File: src/rtl/sync_fifo_ptr_ctrl.sv
// Pointer, flag and error controller for a synchronous FIFO wrapped around a dual-port RAM.
// Extended pointers carry a wrap bit so that full and empty can be told apart at equal addresses.
module sync_fifo_ptr_ctrl #(
    parameter int DEEPWID = 3
) (
    input  logic               clk,
    input  logic               rst_n,
    input  logic               wr_req,
    input  logic               rd_req,
    input  logic               flush,
    input  logic               clr_err,
    input  logic [DEEPWID-1:0] cfg_almost_full,
    input  logic [DEEPWID-1:0] cfg_almost_empty,
    output logic               ram_wr_en,
    output logic [DEEPWID-1:0] ram_wr_addr,
    output logic               ram_rd_en,
    output logic [DEEPWID-1:0] ram_rd_addr,
    output logic [DEEPWID:0]   wr_ptr,
    output logic [DEEPWID:0]   rd_ptr,
    output logic               rd_vld,
    output logic               full,
    output logic               empty,
    output logic               almost_full,
    output logic               almost_empty,
    output logic [DEEPWID:0]   fifo_num,
    output logic               overflow,
    output logic               underflow
);

    localparam logic [DEEPWID:0] DEPTH_V = {1'b1, {DEEPWID{1'b0}}};

    logic [DEEPWID:0] wr_ptr_reg, wr_ptr_next;
    logic [DEEPWID:0] rd_ptr_reg, rd_ptr_next;
    logic             rd_vld_reg, rd_vld_next;
    logic             overflow_reg, overflow_next;
    logic             underflow_reg, underflow_next;
    logic [DEEPWID:0] af_thresh;
    logic             ovf_set;
    logic             unf_set;

    // Flags depend only on registered pointers, so request inputs cannot glitch them.
    assign fifo_num     = wr_ptr_reg - rd_ptr_reg;
    assign full         = (fifo_num == DEPTH_V);
    assign empty        = (fifo_num == '0);
    assign af_thresh    = DEPTH_V - {1'b0, cfg_almost_full};
    assign almost_full  = (fifo_num >= af_thresh);
    assign almost_empty = (fifo_num <= {1'b0, cfg_almost_empty});

    // rst_n gates the strobes so the RAM sees no write while the controller is held in reset.
    assign ram_wr_en   = wr_req & ~full & ~flush & rst_n;
    assign ram_rd_en   = rd_req & ~empty & ~flush & rst_n;
    assign ram_wr_addr = wr_ptr_reg[DEEPWID-1:0];
    assign ram_rd_addr = rd_ptr_reg[DEEPWID-1:0];

    assign ovf_set = wr_req & full & ~flush;
    assign unf_set = rd_req & empty & ~flush;

    always_comb begin
        wr_ptr_next    = wr_ptr_reg + {{DEEPWID{1'b0}}, ram_wr_en};
        rd_ptr_next    = rd_ptr_reg + {{DEEPWID{1'b0}}, ram_rd_en};
        rd_vld_next    = ram_rd_en;
        // A new error event in the same cycle as clr_err must not be lost.
        overflow_next  = ovf_set | (overflow_reg & ~clr_err);
        underflow_next = unf_set | (underflow_reg & ~clr_err);
        if (flush) begin
            wr_ptr_next = '0;
            rd_ptr_next = '0;
            rd_vld_next = 1'b0;
        end
    end

    always_ff @(posedge clk or negedge rst_n) begin
        if (!rst_n) begin
            wr_ptr_reg    <= '0;
            rd_ptr_reg    <= '0;
            rd_vld_reg    <= 1'b0;
            overflow_reg  <= 1'b0;
            underflow_reg <= 1'b0;
        end else begin
            wr_ptr_reg    <= wr_ptr_next;
            rd_ptr_reg    <= rd_ptr_next;
            rd_vld_reg    <= rd_vld_next;
            overflow_reg  <= overflow_next;
            underflow_reg <= underflow_next;
        end
    end

    assign wr_ptr    = wr_ptr_reg;
    assign rd_ptr    = rd_ptr_reg;
    assign rd_vld    = rd_vld_reg;
    assign overflow  = overflow_reg;
    assign underflow = underflow_reg;

endmodule

File: config.mk
export PLATFORM = sky130hd
export DESIGN_NAME = sync_fifo_ptr_ctrl
export DESIGN_NICKNAME = d
export VERILOG_FILES = /design/src/rtl/sync_fifo_ptr_ctrl.sv
export SDC_FILE = /design/constraint.sdc
export NUM_CORES = 1
export LEC_CHECK = 0
export CORE_UTILIZATION = 55
export DETAILED_ROUTE_END_ITERATION = 6
export DONT_BUFFER_PORTS = 1
export PLACE_DENSITY = 0.7
export RECOVER_POWER = 50
export SYNTH_ARGS = -nofsm -noshare
export SYNTH_HDL_FRONTEND = slang
export SYNTH_SLANG_ARGS = --single-unit
File: constraint.sdc
create_clock -name clk -period 2.7 [get_ports clk]
set_input_delay 0.675 -clock clk [delete_from_list [all_inputs] [get_ports clk]]
set_output_delay 0.675 -clock clk [all_outputs]
set_load 0.05 [all_outputs]
# == Word level (Yosys, flattened, before mapping) ==
# Cells that the tools add are included.
# classes
div_mod_pow,0
bitwise_logic,18
n_reduce_logical,1
n_eq_ne,1
n_shift,0
n_mul,0
mux,3
magnitude_cmp,2
add_sub_neg,4
# ops
cell,count
$and 1x1->1,12
$add 4x1->4,2
$mux 4,2
$eq 4x4->1 const B,1
$ge 4x4->1,1
$le 4x3->1,1
$logic_not 4->1,1
$not 1->1,4
$sub 4x3->4 const A,1
$sub 4x4->4,1
$or 1x1->1,2
$mux 1,1
# word_totals
rom_bits,0
out_inout_bits,27
inputBits,12
latchBits,0
elab_cells,34
regBits,11
n_memories,0
ramBits,0

# == Logic depth before layout (Yosys ltp) ==
# logic_depth
word_depth,8
ltp_mapped,11
mapped_depth_nobuf,11

# == Least setup slack after synthesis ==
# No wires, ideal clock.
# synth_timing
kind,register to output
from,register wr_ptr_reg[0] (netlist: wr_ptr[0])
to,output almost_empty
arrival_time_ns,3.208
required_ns,2.025
stages_incl_launch_ff,10
setup_slack_ns,-1.183
n_path_buf,0
path_cell_list,dfrtp_1 inv_1 ha_1 fa_1 inv_1 ha_1 nor2b_1 o21ai_0 nand2b_1 a21oi_1
# synth_via
elab_chain_cells,2
# synth_rtl
item,line,rtl
"start, declared",32,"logic [DEEPWID:0] wr_ptr_reg, wr_ptr_next;"
"start signal, assigned",80,wr_ptr_reg <= wr_ptr_next;
$sub 4x4->4,42,assign fifo_num = wr_ptr_reg - rd_ptr_reg;
via fifo_num[1],25,"output logic [DEEPWID:0] fifo_num,"
$le 4x3->1,47,"assign almost_empty = (fifo_num <= {1'b0, cfg_almost_empty});"
"end, declared",24,"output logic almost_empty,"
# The timed path passes the listed nets, and every way through them passes these cells.

# == Worst setup path after layout ==
# layout_timing
from,register rd_ptr_reg[0] (netlist: rd_ptr[0])
to,output almost_full
# layout_via
elab_chain_cells,2
# layout_rtl
item,line,rtl
"start, declared",33,"logic [DEEPWID:0] rd_ptr_reg, rd_ptr_next;"
"start signal, assigned",81,rd_ptr_reg <= rd_ptr_next;
$sub 4x4->4,42,
$ge 4x4->1,46,assign almost_full = (fifo_num >= af_thresh);
"end, declared",23,"output logic almost_full,"
# Every way passes these cells.

==> metrics <==
status finished with violations; violated checks setup timing; final cycle utilization of the critical path 114%; count of cell types in the netlist 24; min Tclk post-route 3.08 ns; Die X 42.0 um; CP Data Arrival Time 2.40 ns; post-DR vias/cell 5.71; CP endpoint almost_full; dominant register cell in the synthesized netlist dfrtp_1; max cap viols 0; final wirelength 2.72 mm; filler instances 65; Worst EP required 2.03 ns; Clock Path Buffers 2; Worst Skew 0.00503 ns; TritonCTS Sinks 11; Iter 0 DRT Violations 14; Post-Syn Area 881 um2; Final Wtd Congestion 0.758; Rel. slew slack 11.1%; H-tree depth 1; Post-synth ARST share 100%; Placed Area 1130 um2; RSZ-0062 raised after global routing true; fin worst setup slack -0.378 ns; Reg2Reg Setup Slack 0.08 ns; Pleak 0.674 nW; Slew Limit Fails 0; antenna violations before repair 0; register bit count reported by yosys 11; Final Net Count 146; total CTS buffers 3; Avg Inst Size Synth 9.68 um2; Syn. warnings 0; crit-path max FO 3; pre-CTS WS -0.111 ns; CP Capture Type output pin; Worst setup SP type register; CP startpoint rd_ptr[0]; remaining antenna violation count 0; cell total after placement 122; detailed-route DRC error count 0; total area of sequential cells 282 um2; grt ovf 0; std cell rows 14; EDFF count, synth 0; root buffer cell clkbuf_4; register area share after synthesis 31.3%; router iterations before antenna repair 4; clk_lat worst skew 0.27 ns; IO Count 39; Hold WS 0.0904 ns; Final Hold Vio Count 0; Worst IR Drop VDD 0.305 mV; CTS tree done; vias in the first global route 771; Slew @ Worst Pin 1.33 ns; DR WL/cell 20.3 um; n_diodes 0; vias 765; Initial Util 58.5%; number of port buffers 0; die area 1770 um2; Setup violations, final 7; Final HPWL DP 1.37 mm; Syn Inst Count 91; Cell Count, Final, Fillers Out 134; Crit Path Category register to output pin; worst flop-to-flop path startpoint wr_ptr[2]; total track usage 25.0%; Final Cell Area 1300 um2; Clock Pin Slew Worst Setup and Hold Paths 0.08 ns; power per cell area 391 nW/um2; syn_nets 118; R2R cell count 12; first-pass GRT wire length 3.29 mm; die height 42.0 um; largest net degree at the start of global routing 13; worst min path class primary input to async pin; RR Endpoint wr_ptr[2]; Max Clk Rate 325 MHz; Core ar. 1510 um2; area taken by multi-input logic gates 639 um2; layout cells sized above 1 50.8%; synthesis-to-layout area growth 48.0%
-- cells in the mapped netlist, types with 2 or more instances --
cell	instances	area, um2
inv_1	15	56.3
ha_1	14	175
dfrtp_1	11	275
nor2b_1	7	43.8
buf_4	6	45.0
nor2_1	6	22.5
nand3_1	4	20.0
xor2_1	4	35.0
a21oi_1	3	15.0
nand2_1	3	11.3
xnor2_1	3	26.3
o211a_1	2	20.0
o21ai_0	2	10.0
-- per-layer routing --
| layer | vias up | GRT usage, % | wire length, um | share of wire (%) |
|---|---|---|---|---|
| met2 | 35 | 42.8 | 1530 | 56 |
| met1 | 373 | 27.9 | 983 | 36 |
| met5 | - | 0 | 0 | 0 |
| met3 | 12 | 5.17 | 91 | 3.4 |
| met4 | 0 | 16.3 | 113 | 4.2 |
| li1 | 345 | - | - | - |
-- per-stage QoR --
stage	power (mW)	setup TNS, ns	utilization (%)
floorplan	0.312	-3.23	-
global placement	0.360	-0.121	75.1
detailed placement	0.363	-0.190	75.1
CTS	0.487	-0.871	83.8
global route	0.526	-1.61	86.5
finish	0.510	-1.32	86.5
-- logic make-up (layout without fill, tap and decap cells) --
family | Yosys count | after routing | synth area share [%]
AOI/OAI and AO/OA | 10 | 10 | 9.80
xor gates and xnor gates | 8 | 8 | 8.81
adders and majority gates | 16 | 16 | 23.4
buffers and inverters | 22 | 49 | 11.9
DFF | 11 | 11 | 31.2
and+or+nand+nor | 24 | 24 | 14.8
-- worst min-delay path by stage --
stage / start / slack, ns / to
2_1_floorplan: rst_n / 0.38 / overflow
6_report: rst_n / 0.09 / wr_ptr[3]
4_1_cts: rst_n / 0.09 / wr_ptr[2]
5_1_grt: rst_n / 0.08 / wr_ptr[2]
3_3_place_gp: rst_n / 0.38 / wr_ptr[3]
3_5_place_dp: rst_n / 0.38 / wr_ptr[3]
-- repair_timing --
item | 4_1_cts | 5_1_grt
pin swaps | 8 | 12
endpoints found under the hold margin | 0 | 0
hold buffers | 0 | 0
resized for setup | 18 | 6
endpoints found under the setup margin | 7 | 7
setup buffers | 3 | 6
-- placed cells by master, fill, tap and decap left out, types with 2 or more instances in the layout --
master / instances
buf_4: 16
inv_1: 9
ha_1: 9
inv_2: 6
nor2b_1: 6
dfrtp_1: 6
nor2_1: 5
ha_4: 5
clkbuf_1: 5
dfrtp_2: 5
nand3_1: 4
buf_12: 4
buf_6: 4
xnor2_1: 3
nand2_1: 3
xor2_1: 3
clkbuf_4: 3
nor2b_4: 2
a21oi_4: 2
-- area by class of cell --
class                           instances  share of cell area [%]
Timing Repair Buffer                   30                    21.4
Clock buffer                            3                    1.73
Tap cell                               16                    1.54
Sequential cell                        11                    21.6
Inverter                               15                    4.32
Multi-Input combinational cell         58                    49.0
Clock inverter                          1                   0.384
-- critical path: stages (launching register included) --
cell and delay [ns]:
dfrtp_2 0.43, ha_4 0.18, fa_2 0.35, xor2_2 0.23
inv_2 0.09, ha_4 0.22, a21oi_2 0.14, o21ai_2 0.08
maj3_2 0.43
-- power breakdown --
group	leakage (nW)	switching, mW	internal (mW)	total (mW)
Sequential	0.143	0.0144	0.169	0.184
Combinational	0.513	0.126	0.0870	0.213
Clock	0.0177	0.0579	0.0548	0.113
Total	0.674	0.199	0.311	0.510
Power figures use the tool's default switching activity.
